`src/rtl/wb_bus_arbiter.sv`:
```
// wb_bus_arbiter: round-robin WISHBONE arbiter that shares one slave port among NUM_MASTERS
// masters. A master owns the slave for its whole CYC cycle. Owners are always separated by
// one dead IDLE cycle.
// Optional watchdog abort of hung slave cycles: define WB_ARB_TIMEOUT_EN.
module wb_bus_arbiter #(
    parameter int unsigned NUM_MASTERS    = 4,
    parameter int unsigned ADR_W          = 6,
    parameter int unsigned DAT_W          = 32,
    parameter int unsigned TIMEOUT_CYCLES = 64,
    localparam int unsigned SEL_W = DAT_W / 8,
    localparam int unsigned GNT_W = (NUM_MASTERS > 1) ? $clog2(NUM_MASTERS) : 1
) (
    input  logic                         clk,
    input  logic                         wb_rst_i,
    input  logic [NUM_MASTERS-1:0]       m_cyc_i,
    input  logic [NUM_MASTERS-1:0]       m_stb_i,
    input  logic [NUM_MASTERS-1:0]       m_we_i,
    input  logic [NUM_MASTERS*SEL_W-1:0] m_sel_i,
    input  logic [NUM_MASTERS*ADR_W-1:0] m_adr_i,
    input  logic [NUM_MASTERS*DAT_W-1:0] m_dat_i,
    output logic [DAT_W-1:0]             m_dat_o,
    output logic [NUM_MASTERS-1:0]       m_ack_o,
    output logic [NUM_MASTERS-1:0]       m_err_o,
    output logic [NUM_MASTERS-1:0]       m_rty_o,
    output logic                         s_cyc_o,
    output logic                         s_stb_o,
    output logic                         s_we_o,
    output logic [SEL_W-1:0]             s_sel_o,
    output logic [ADR_W-1:0]             s_adr_o,
    output logic [DAT_W-1:0]             s_dat_o,
    input  logic [DAT_W-1:0]             s_dat_i,
    input  logic                         s_ack_i,
    input  logic                         s_err_i,
    input  logic                         s_rty_i,
    output logic [GNT_W-1:0]             grant_o,
    output logic                         busy_o
);

    if (NUM_MASTERS < 2 || NUM_MASTERS > 8) begin : g_bad_num_masters
        $error("wb_bus_arbiter: NUM_MASTERS must be in 2..8");
    end
    if (TIMEOUT_CYCLES < 2) begin : g_bad_timeout
        $error("wb_bus_arbiter: TIMEOUT_CYCLES must be at least 2");
    end

    typedef enum logic [1:0] {
        StIdle,
        StOwn,
        StAbort
    } state_e;

    state_e           r_state, w_state_next;
    logic [GNT_W-1:0] r_grant, w_grant_next;
    logic [GNT_W-1:0] r_rr, w_rr_next;
    logic             w_found;
    logic [GNT_W-1:0] w_winner;
    logic [GNT_W-1:0] w_cand;

    // Fields of the current owner, selected by the registered grant
    logic             w_own_cyc;
    logic             w_own_stb;
    logic             w_own_we;
    logic [SEL_W-1:0] w_own_sel;
    logic [ADR_W-1:0] w_own_adr;
    logic [DAT_W-1:0] w_own_dat;

    assign w_own_cyc = m_cyc_i[r_grant];
    assign w_own_stb = m_stb_i[r_grant];
    assign w_own_we  = m_we_i[r_grant];
    assign w_own_sel = m_sel_i[r_grant*SEL_W +: SEL_W];
    assign w_own_adr = m_adr_i[r_grant*ADR_W +: ADR_W];
    assign w_own_dat = m_dat_i[r_grant*DAT_W +: DAT_W];

`ifdef WB_ARB_TIMEOUT_EN
    localparam int unsigned WD_W = $clog2(TIMEOUT_CYCLES);

    logic [WD_W-1:0] r_wdog, w_wdog_next;
    logic            r_abort_first, w_abort_first_next;
    logic            w_term;

    assign w_term = s_ack_i | s_err_i | s_rty_i;
`endif

    // Round-robin scan: first requester strictly after the last winner, wrapping around
    always_comb begin
        w_found  = 1'b0;
        w_winner = '0;
        w_cand   = '0;
        for (int unsigned i = 1; i <= NUM_MASTERS; i++) begin
            w_cand = GNT_W'((32'(r_rr) + i) % NUM_MASTERS);
            if (!w_found && m_cyc_i[w_cand]) begin
                w_found  = 1'b1;
                w_winner = w_cand;
            end
        end
    end

    // Next-state logic: grant in IDLE, hold while owner keeps CYC, optional watchdog abort
    always_comb begin
        w_state_next = r_state;
        w_grant_next = r_grant;
        w_rr_next    = r_rr;
`ifdef WB_ARB_TIMEOUT_EN
        w_wdog_next        = '0;
        w_abort_first_next = 1'b0;
`endif
        case (r_state)
            StIdle: begin
                if (w_found) begin
                    w_grant_next = w_winner;
                    w_rr_next    = w_winner;
                    w_state_next = StOwn;
                end
            end
            StOwn: begin
                if (!w_own_cyc) begin
                    w_state_next = StIdle;
                end
`ifdef WB_ARB_TIMEOUT_EN
                else if (w_own_stb && !w_term) begin
                    if (r_wdog == WD_W'(TIMEOUT_CYCLES - 1)) begin
                        w_state_next       = StAbort;
                        w_abort_first_next = 1'b1;
                    end else begin
                        w_wdog_next = r_wdog + 1'b1;
                    end
                end
`endif
            end
            StAbort: begin
                if (!w_own_cyc) begin
                    w_state_next = StIdle;
                end
            end
            default: w_state_next = StIdle;
        endcase
    end

    // State registers; rr starts at the last master so master 0 wins first after reset
    always_ff @(posedge clk or posedge wb_rst_i) begin
        if (wb_rst_i) begin
            r_state <= StIdle;
            r_grant <= '0;
            r_rr    <= GNT_W'(NUM_MASTERS - 1);
`ifdef WB_ARB_TIMEOUT_EN
            r_wdog        <= '0;
            r_abort_first <= 1'b0;
`endif
        end else begin
            r_state <= w_state_next;
            r_grant <= w_grant_next;
            r_rr    <= w_rr_next;
`ifdef WB_ARB_TIMEOUT_EN
            r_wdog        <= w_wdog_next;
            r_abort_first <= w_abort_first_next;
`endif
        end
    end

    // Slave mux and termination routing; everything idles low unless a master owns the bus
    always_comb begin
        s_cyc_o = 1'b0;
        s_stb_o = 1'b0;
        s_we_o  = 1'b0;
        s_sel_o = '0;
        s_adr_o = '0;
        s_dat_o = '0;
        m_ack_o = '0;
        m_err_o = '0;
        m_rty_o = '0;
        if (r_state == StOwn) begin
            s_cyc_o          = w_own_cyc;
            s_stb_o          = w_own_stb;
            s_we_o           = w_own_we;
            s_sel_o          = w_own_sel;
            s_adr_o          = w_own_adr;
            s_dat_o          = w_own_dat;
            m_ack_o[r_grant] = s_ack_i;
            m_err_o[r_grant] = s_err_i;
            m_rty_o[r_grant] = s_rty_i;
        end
`ifdef WB_ARB_TIMEOUT_EN
        if (r_state == StAbort) begin
            m_err_o[r_grant] = r_abort_first;
        end
`endif
    end

    assign m_dat_o = s_dat_i;
    assign grant_o = r_grant;
    assign busy_o  = (r_state != StIdle);

endmodule

```
`config.mk`:
```
export PLATFORM = sky130hd
export DESIGN_NAME = wb_bus_arbiter
export DESIGN_NICKNAME = d
export VERILOG_FILES = /design/src/rtl/wb_bus_arbiter.sv
export SDC_FILE = /design/constraint.sdc
export NUM_CORES = 1
export LEC_CHECK = 0
export ABC_CLOCK_PERIOD_IN_PS = 1400
export CAP_MARGIN = 20
export CORE_AREA = 4 4 117 119
export CTS_CLUSTER_SIZE = 28
export DETAILED_ROUTE_END_ITERATION = 10
export DIE_AREA = 0 0 121 123
export PLACE_DENSITY = 0.71
export SETUP_SLACK_MARGIN = 0.05
export SYNTH_ARGS = -nofsm -noshare
export SYNTH_HDL_FRONTEND = slang
export SYNTH_SLANG_ARGS = --single-unit
```
`constraint.sdc`:
```
create_clock -name clk -period 1.4 [get_ports clk]
set_input_delay 0.21 -clock clk [delete_from_list [all_inputs] [get_ports clk]]
set_output_delay 0.21 -clock clk [all_outputs]
set_load 0.01 [all_outputs]
```
==> impl_metrics.py, run 1 <==
metrics = {
    "critical_path": {
        "crit_path_end_kind": "output port",
        "timing.rr.start": "grant_o[0]$_DFFE_PP0P_",
        "cp_max_fo": 6,
        "start_kind": "register",
        "worst_r2r_path_depth": 8,
        "criticalPathCategory": "reg -> out",
        "arrival_ps": 1750,
        "reg2reg_slack_ps": -130,
        "crit_required_ps": 1190,
        "reg2reg_to": "grant_o[0]$_DFFE_PP0P_",
    },
    "timing": {
        "fin_crit_sh": 1.40,
        "setup_tns_ps": -27330,
        "fin_crit_ps": 1960,
        "timing.fmax_mhz": 511,
        "hold_viol_final": 0,
        "finalSetupViolCount": 60,
        "grt_setup_unrepaired": "yes",
        "worst_slew_pin_slew_ps": 257,
        "setup_ws_ps": -558,
        "clock_skew_ps": 1.45,
        "slew_headroom": 0.827,
        "report.final.slew_viol_count": 0,
    },
    "floorplanning": {
        "coreArea_mm2": 0.0126,
        "initial_utilization": 0.163,
        "dieArea_mm2": 0.0149,
        "pin_count": 309,
        "row_count": 41,
        "die_w_um": 121,
        "die_h_um": 123,
    },
    "cells_and_area": {
        "area_delta_synth_final_pct": 151,
        "instances_no_fill": 595,
        "design_area_mm2": 0.00513,
        "n_antenna_cell": 0,
        "drive_above_1_share": 0.501,
        "nets": 641,
        "fill_cells": 1196,
    },
    "grt": {
        "antenna_found_initial": 0,
        "grt_pass1_wl_mm": 15.5,
        "use_met1": 0.139,
        "grt_util_all_layers": 0.133,
        "grt_pass1_vias": 2802,
        "met2_usage": 0.268,
        "grt_overflow": 0,
        "grt_busiest_layer": "met2",
        "grt_use_met3": 0.0357,
        "grt_max_degree": 27,
    },
    "yosys": {
        "ys_types": 25,
        "synth_top_cell_by_area": "mux4_2",
        "ys_seq_area_frac": 0.0625,
        "yosys-top-cells-area": "mux4_2 (50%), and2_1 (13%), buf_4 (12%)",
        "synth_nets": 406,
        "synth.cell_area_mm2": 0.00204,
        "synth-seq-cells": 5,
        "synth_top_area_frac": 0.496,
        "syn_inst": 189,
        "ys.warnings.count": 0,
        "postSynthAreaPerCell_um2": 10.8,
    },
    "power_and_ir_drop": {
        "seqPwrFrac": 0.039,
        "p_leak_nw": 2.07,
        "switching_share": 0.351,
        "power.total_w": 0.00924,
        "clkPwrFrac": 0.051,
        "internal_power_w": 0.00600,
        "p_sw_w": 0.00324,
        "p_comb_frac": 0.911,
        "peakVddDrop_uv": 1010,
        "power_density_mw_per_mm2": 1800,
    },
    "place": {
        "gp_congestion": 0.798,
        "port_buffers": 244,
        "hpwl_mm": 8.50,
        "place_inst": 573,
        "placed_cell_area_mm2": 0.00465,
    },
    "detailed_routing": {
        "drt_first_pass_iters": 4,
        "route.detailed.drc": 0,
        "wl_mm": 10.8,
        "vias_per_cell": 4.26,
        "routedWlPerCell_um": 18.1,
        "vias": 2535,
        "drt_iter0_markers": 65,
        "detail-route-antenna-nets": 0,
    },
    "clock_network": {
        "cts_tree": "done",
        "cts_root_buf": "clkbuf_16",
        "cts_made_buffers": 3,
        "cts_buffer_depth": 2,
        "clk_latency_ps": 230,
        "clk_pin_slew_worst_paths_ps": 30,
        "hold_buffers": 0,
        "clock-sinks": 5,
        "h-tree-depth": 1,
    },
    "status": {
        "violations": "setup timing",
        "status": "finished, violations left",
    },
    "min_path": {
        "hp-class": "in -> async",
    },
    "flow_run": {
        "drv_cap": 0,
    },
}
## metal layers
metal | vias to the layer above | wire, µm
li1 | 1146 | -
met1 | 1238 | 3570
met2 | 132 | 6220
met3 | 19 | 836
met4 | 0 | 124
met5 | - | 0
## layout by cell type, fill, tap and decap left out, drive strengths merged
master / count
and2: 44
dfrtp: 3
a211oi: 1
o21ai: 3
a21boi: 1
nor4: 1
mux4: 45
nor2b: 1
clkdlybuf4s50: 182
a2bb2oi: 1
nor2: 11
o31ai: 2
or2: 1
a32oi: 2
dlymetal6s2s: 2
nand2: 9
inv: 4
clkbuf: 4
a21o: 1
dfstp: 2
buf: 95
dlygate4sd2: 1
nand2b: 3
nor3: 3
mux2: 1
## sequential cells by signal, summed over array words and instances, names as in the netlist
signal	count
r_state	1
grant_o	2
r_rr	2
## cells in the mapped netlist, drive strengths merged
library cell  count
mux4             45
and2             44
buf              43
nor2             11
nand2             9
clkbuf            7
inv               4
dfrtp             3
nand2b            3
nor3              3
o21ai             3
a32oi             2
dfstp             2
o31ai             2
a211oi            1
a21boi            1
a21o              1
a2bb2oi           1
mux2              1
nor2b             1
nor4              1
or2               1
## timing repair
action,4_1_cts,5_1_grt
gates resized for setup,319,19
endpoints found under the setup margin,61,63
gates cloned,6,0
pin swaps,52,6
setup buffers,16,1
## kinds of logic after synthesis
| logic type | Yosys count | share of synthesized area |
|---|---|---|
| AND/OR/NAND/NOR | 73 | 0.197 |
| flip-flops | 5 | 0.0625 |
| AO/OA/AOI/OAI | 11 | 0.0386 |
| multiplexers | 46 | 0.502 |
| buffers and inverters | 54 | 0.200 |
## power by group through the flow
stage                     registers [W]  logic, W  clock network, W
after floorplan                0.000318   0.00430                 0
final                          0.000359   0.00842          0.000467
after global placement         0.000407   0.00692                 0
after global routing           0.000369   0.00896          0.000490
after CTS                      0.000354   0.00864          0.000479
after detailed placement       0.000412   0.00701                 0
## final cells by class
cell class	count	area, µm²	share of cell area
Timing Repair Buffer	280	2960	0.577
Clock buffer	4	78.8	0.0154
Tap cell	172	215	0.0420
Inverter	4	20.0	0.00390
Sequential cell	5	134	0.0261
Multi-Input combinational cell	130	1720	0.335
## metrics by stage
stage	hold WS [ps]	utilization	worst slack, ps
after floorplan	-12.9	-	-173
after global placement	420	0.370	-655
after detailed placement	420	0.370	-673
after CTS	266	0.408	-648
after global routing	286	0.408	-599
final	240	0.408	-558
## worst max path at each step
stage / slack [ps] / start / endpoint
4_1_cts: -650 / grant_o[0]$_DFFE_PP0P_ / s_dat_o[14]
3_3_place_gp: -650 / grant_o[0]$_DFFE_PP0P_ / s_adr_o[1]
3_5_place_dp: -670 / grant_o[0]$_DFFE_PP0P_ / s_dat_o[30]
5_1_grt: -600 / grant_o[0]$_DFFE_PP0P_ / s_dat_o[31]
2_1_floorplan: -170 / grant_o[0]$_DFFE_PP0P_ / s_sel_o[0]
6_report: -560 / grant_o[0]$_DFFE_PP0P_ / s_dat_o[18]
## critical path: stages (launching register included)
cell,delay (ps)
dfrtp_4,460
buf_12,150
buf_12,130
mux4_2,500
and2_4,160
buf_6,110
Power figures use the tool's default switching activity.
==> inputs of run 2 (changes only) <==
==> config.mk (replaced) <==
export PLATFORM = sky130hd
export DESIGN_NAME = wb_bus_arbiter
export DESIGN_NICKNAME = d
export VERILOG_FILES = /design/src/rtl/wb_bus_arbiter.sv
export SDC_FILE = /design/constraint.sdc
export NUM_CORES = 1
export LEC_CHECK = 0
export ABC_CLOCK_PERIOD_IN_PS = 2500
export CAP_MARGIN = 20
export CORE_AREA = 4 4 118 120
export CTS_CLUSTER_SIZE = 28
export DETAILED_ROUTE_END_ITERATION = 10
export DIE_AREA = 0 0 122 124
export PLACE_DENSITY = 0.68
export SETUP_SLACK_MARGIN = 0.05
export SYNTH_ARGS = -nofsm -noshare
export SYNTH_HDL_FRONTEND = slang
export SYNTH_SLANG_ARGS = --single-unit
==> constraint.sdc (replaced) <==
create_clock -name clk -period 2.5 [get_ports clk]
set_input_delay 0.375 -clock clk [delete_from_list [all_inputs] [get_ports clk]]
set_output_delay 0.375 -clock clk [all_outputs]
set_load 0.01 [all_outputs]
==> impl_metrics.py, run 2 (same netlist as run 1, synthesis figures left out) <==
metrics = {
    "grt": {
        "grt_pass1_wl_mm": 13.5,
        "grt_overflow": 0,
        "antenna_found_initial": 0,
        "grt_util_all_layers": 0.111,
        "grt_max_degree": 31,
        "grt_pass1_vias": 2610,
    },
    "detailed_routing": {
        "vias": 2373,
        "routedWlPerCell_um": 16.9,
        "top_layer": "met4",
        "wl_mm": 9.73,
        "drt_iter0_markers": 51,
        "detail-route-antenna-nets": 0,
        "route.detailed.drc": 0,
        "vias_per_cell": 4.13,
        "wl_met3_um": 696,
        "wl_met1_mm": 3.34,
        "drt_first_pass_iters": 4,
        "wl_met2_mm": 5.63,
    },
    "critical_path": {
        "reg2reg_slack_ps": 1010,
        "crit_path_end_kind": "output port",
        "max_stage_delay_ps": 500,
        "cp_max_fo": 5,
        "crit_top_cell": "clkdlybuf4s50_1",
        "arrival_ps": 1990,
        "cp_slowest_cell": "clkdlybuf4s50_1",
        "start_kind": "input pin",
        "crit_chain": "clkdlybuf4s50_1 > mux4_2 > nand2_1 > inv_1 > clkdlybuf4s50_1",
        "timing.rr.start": "r_rr[1]$_DFFE_PP1P_",
        "reg2reg_to": "grant_o[0]$_DFFE_PP0P_",
        "crit_required_ps": 2120,
        "criticalPathCategory": "in -> out",
        "worst_r2r_path_depth": 3,
    },
    "timing": {
        "fin_crit_ps": 2360,
        "setup_tns_ps": 0,
        "slew_headroom": 0.610,
        "timing.fmax_mhz": 423,
        "hold_ws_ps": 357,
        "grt_setup_unrepaired": "no",
        "hold_viol_final": 0,
        "clock_skew_ps": 0.501,
        "worst_slew_pin_slew_ps": 580,
        "fin_crit_sh": 0.945,
        "finalSetupViolCount": 0,
        "report.final.slew_viol_count": 0,
    },
    "clock_network": {
        "clock-sinks": 5,
        "cts_buffer_depth": 2,
        "h-tree-depth": 1,
        "clk_pin_slew_worst_paths_ps": 30,
        "cts_root_buf": "clkbuf_16",
        "clk_latency_ps": 230,
        "cts_tree": "done",
        "cts_made_buffers": 3,
        "hold_buffers": 0,
    },
    "floorplanning": {
        "dieArea_mm2": 0.0151,
        "die_h_um": 124,
        "pin_count": 309,
        "initial_utilization": 0.157,
        "die_w_um": 122,
        "coreArea_mm2": 0.0130,
        "row_count": 42,
    },
    "power_and_ir_drop": {
        "internal_power_w": 0.00243,
        "peakVddDrop_uv": 474,
        "p_sw_w": 0.00142,
        "power_density_mw_per_mm2": 822,
        "switching_share": 0.370,
        "p_leak_nw": 2.22,
        "power.total_w": 0.00385,
        "clkPwrFrac": 0.068,
        "seqPwrFrac": 0.055,
        "p_comb_frac": 0.877,
    },
    "place": {
        "placed_cell_area_mm2": 0.00441,
        "gp_congestion": 0.841,
        "port_buffers": 244,
        "hpwl_mm": 8.05,
    },
    "status": {
        "status": "finished, final reports clean",
    },
    "min_path": {
        "hp-class": "in -> async",
    },
    "cells_and_area": {
        "area_delta_synth_final_pct": 129,
        "final_cell_mix": "clkdlybuf4s50_1 (200), mux4_2 (45), and2_1 (44), dlymetal6s2s_1 (44), nor2_1 (11)",
        "design_area_mm2": 0.00469,
        "layout_commonest_cell": "clkdlybuf4s50_1",
        "n_antenna_cell": 0,
        "nets": 617,
        "drive_above_1_share": 0.165,
    },
    "flow_run": {
        "drv_cap": 0,
    },
}
==> run 2: cell count changes in the layout (fill, tap and decap cells not counted), moves of 4 or more <==
cell / previous run / this run
buf_6: 58 / 0
and2_1: 0 / 44
and2_4: 44 / 0
dlymetal6s2s_1: 2 / 44
clkdlybuf4s50_1: 182 / 200
buf_2: 13 / 0
buf_12: 9 / 3
nor2_1: 6 / 11
nor2_2: 5 / 0
nand2_1: 5 / 9
==> run 2: worst max path at each step <==
stage / start / to / slack (ps) / depth (start not counted)
2_1_floorplan: grant_o[0]$_DFFE_PP0P_ / s_sel_o[0] / 750 / 4
3_3_place_gp: m_cyc_i[0] / s_cyc_o / 150 / 5
3_5_place_dp: m_cyc_i[0] / s_cyc_o / 140 / 5
4_1_cts: grant_o[0]$_DFFE_PP0P_ / s_dat_o[17] / 2 / 4
5_1_grt: m_cyc_i[0] / s_cyc_o / 100 / 5
6_report: m_cyc_i[2] / s_cyc_o / 140 / 5
==> run 2: final cells by class <==
cell class	instances	area [µm²]
Fill cell	1304	8290
Tap cell	176	220
Multi-Input combinational cell	130	1510
Sequential cell	5	133
Clock buffer	4	78.8
Timing Repair Buffer	256	2740
Inverter	4	15.0
==> run 2: per-stage QoR <==
step | worst slack, ps | util | instances
after floorplan | 750 | - | 189
after global placement | 148 | 0.340 | 567
after detailed placement | 144 | 0.340 | 567
after CTS | 1.86 | 0.347 | 571
after global routing | 96.3 | 0.361 | 575
final | 138 | 0.361 | 575
==> run 2: timing repair <==
| item | CTS | global route |
|---|---|---|
| resized for setup | 1 | 44 |
| cloned | 0 | 2 |
| setup endpoints to repair | 27 | 44 |
| setup buffers | 0 | 2 |
==> run 2: power by group through the flow <==
stage | Clock (W) | Combinational [W] | Sequential, W
CTS | 0.000264 | 0.00341 | 0.000215
global route | 0.000273 | 0.00364 | 0.000221
finish | 0.000261 | 0.00338 | 0.000213
global placement | 0 | 0.00335 | 0.000207
detailed placement | 0 | 0.00339 | 0.000212
floorplan | 0 | 0.00201 | 0.000177
==> run 2: critical path, delay by kind of cell <==
family | cells | cell delay (ps)
mux | 1 | 470
simple gates | 1 | 110
buf+inv | 3 | 1040
==> run 2: routing by layer <==
layer  up-vias  track usage
met5         -            0
met4         0       0.0175
met3        11       0.0218
met2       102        0.220
met1      1165        0.123
li1       1095            -
==> inputs of run 3 (changes only) <==
--- a/config.mk
+++ b/config.mk
@@ -11,6 +11,8 @@
 export CTS_CLUSTER_SIZE = 28
 export DETAILED_ROUTE_END_ITERATION = 10
 export DIE_AREA = 0 0 122 124
+export GPL_TIMING_DRIVEN = 0
+export HOLD_SLACK_MARGIN = 0.15
 export PLACE_DENSITY = 0.68
 export SETUP_SLACK_MARGIN = 0.05
 export SYNTH_ARGS = -nofsm -noshare
==> impl_metrics.py, run 3 (same netlist as run 1, synthesis figures left out) <==
metrics = {
    "status": {
        "status": "finished, final reports clean",
    },
    "detailed_routing": {
        "drt_iter0_markers": 57,
        "drt_first_pass_iters": 6,
        "route.detailed.drc": 0,
        "detail-route-antenna-nets": 0,
        "vias_per_cell": 4.12,
        "vias": 2721,
        "routedWlPerCell_um": 16.5,
        "wl_mm": 10.9,
    },
    "place": {
        "port_buffers": 276,
        "place_inst": 641,
        "dp_slack_ps": -133,
        "gp_congestion": 0.749,
        "hpwl_mm": 9.36,
    },
    "critical_path": {
        "crit_chain": "buf_8 > buf_4 > mux4_2 > and2_1 > clkdlybuf4s50_1",
        "criticalPathCategory": "reg -> out",
        "max_stage_delay_ps": 500,
        "crit_path_end_kind": "output port",
        "path_buf_inv": 3,
        "crit_path_start": "grant_o[0]$_DFFE_PP0P_",
        "crit_required_ps": 2120,
        "arrival_ps": 2030,
        "cp_top_family": "buffers and inverters",
        "timing.rr.start": "r_rr[1]$_DFFE_PP1P_",
        "cp_max_fo": 6,
        "start_kind": "register",
        "cp_slowest_cell": "clkdlybuf4s50_1",
    },
    "grt": {
        "antenna_found_initial": 0,
        "grt_pass1_wl_mm": 15.2,
        "grt_pass1_vias": 2929,
        "grt_overflow": 0,
        "grt_max_degree": 11,
        "grt_util_all_layers": 0.127,
    },
    "floorplanning": {
        "row_count": 42,
        "dieArea_mm2": 0.0151,
        "pin_count": 309,
        "initial_utilization": 0.157,
        "die_w_um": 122,
        "die_h_um": 124,
        "coreArea_mm2": 0.0130,
    },
    "timing": {
        "timing.fmax_mhz": 415,
        "fin_crit_ps": 2410,
        "setup_tns_ps": 0,
        "clock_skew_ps": 2.49,
        "report.final.slew_viol_count": 0,
        "worst_slew_pin_slew_ps": 513,
        "finalSetupViolCount": 0,
        "grt_setup_unrepaired": "no",
        "hold_viol_final": 0,
        "setup_ws_ps": 90.2,
        "fin_crit_sh": 0.964,
        "slew_headroom": 0.655,
    },
    "min_path": {
        "hp-class": "in -> async",
    },
    "cells_and_area": {
        "n_antenna_cell": 0,
        "instances_no_fill": 660,
        "nets": 702,
        "drive_above_1_share": 0.236,
        "final_cell_mix": "clkdlybuf4s50_1 (232), buf_4 (50), mux4_2 (45)",
        "layout_commonest_cell": "clkdlybuf4s50_1",
        "area_delta_synth_final_pct": 157,
    },
    "clock_network": {
        "clk_latency_ps": 230,
        "clk_pin_slew_worst_paths_ps": 30,
        "h-tree-depth": 1,
        "cts_buffer_depth": 2,
        "cts_made_buffers": 3,
        "cts_tree": "done",
        "clock-sinks": 5,
        "cts_root_buf": "clkbuf_16",
    },
    "power_and_ir_drop": {
        "power_density_mw_per_mm2": 775,
        "peakVddDrop_uv": 252,
        "p_leak_nw": 2.23,
    },
    "flow_run": {
        "drv_cap": 0,
    },
}
run 3: changes by cell type in the layout (fill, tap and decap cells not counted), moves of 2 or more:
cell | before | now
dlymetal6s2s_1 | 44 | 12
clkbuf_1 | 1 | 4
buf_8 | 0 | 2
buf_2 | 0 | 2
buf_4 | 6 | 50
clkbuf_16 | 5 | 3
dlygate4sd2_1 | 0 | 32
dfrtp_1 | 1 | 3
clkdlybuf4s50_1 | 200 | 232
run 3: per-layer routing:
layer / vias to the layer above / wire length (µm) / GRT usage
met5: - / 0 / 0
met4: 0 / 131 / 0.0231
met3: 14 / 880 / 0.0236
met2: 153 / 6180 / 0.254
met1: 1286 / 3720 / 0.140
li1: 1268 / - / -
run 3: what timing repair did:
item | CTS | global route
buffers inserted | 6 | 9
setup endpoints to repair | 57 | 22
hold endpoints to repair | 0 | 0
hold buffers | 0 | 0
resized for setup | 43 | 18
run 3: through the flow:
stage / area, µm² / util / total power [W] / hold WS [ps]
finish: 5250 / 0.404 / 0.00406 / 356
global route: 5250 / 0.404 / 0.00437 / 414
CTS: 5140 / 0.396 / 0.00404 / 366
detailed placement: 5030 / 0.387 / 0.00385 / 502
global placement: 5030 / 0.387 / 0.00380 / 493
floorplan: 2040 / - / 0.00218 / 152
run 3: worst reg2reg max path, cell delays in order (launching register included):
cell      delay, ps
dfstp_2         570
mux2_2          350
a211oi_1        320
a32oi_1         150
run 3: final cells by class:
cell class              count  area (µm²)
plain buffers              50         428
clock buffers               4        78.8
fillers                  1257        7730
inverters                   4        15.0
multi-input cells         130        1510
flip-flops and latches      5         128
well taps                 176         220
repair buffers            291        2870
run 3: where the power goes:
| group | switching [W] | leakage [nW] | total, W | internal (W) |
|---|---|---|---|---|
| Sequential | 0.0000419 | 0.0555 | 0.000179 | 0.000137 |
| Combinational | 0.00143 | 2.13 | 0.00362 | 0.00219 |
| Clock | 0.0000543 | 0.0382 | 0.000266 | 0.000212 |
| Total | 0.00153 | 2.23 | 0.00406 | 0.00254 |
run 3: worst paths after layout:
check / end / slack [ps] / cells past startpoint
max in group asynchronous: r_rr[1]$_DFFE_PP1P_ / 1900 / 2
worst max-delay path: s_stb_o / 90 / 5
worst max register to register: grant_o[0]$_DFFE_PP0P_ / 980 / 3
min in group clk: r_rr[0]$_DFFE_PP1P_ / 530 / 2
worst min-delay path: grant_o[0]$_DFFE_PP0P_ / 360 / 2
worst min register to register: r_rr[0]$_DFFE_PP1P_ / 530 / 2
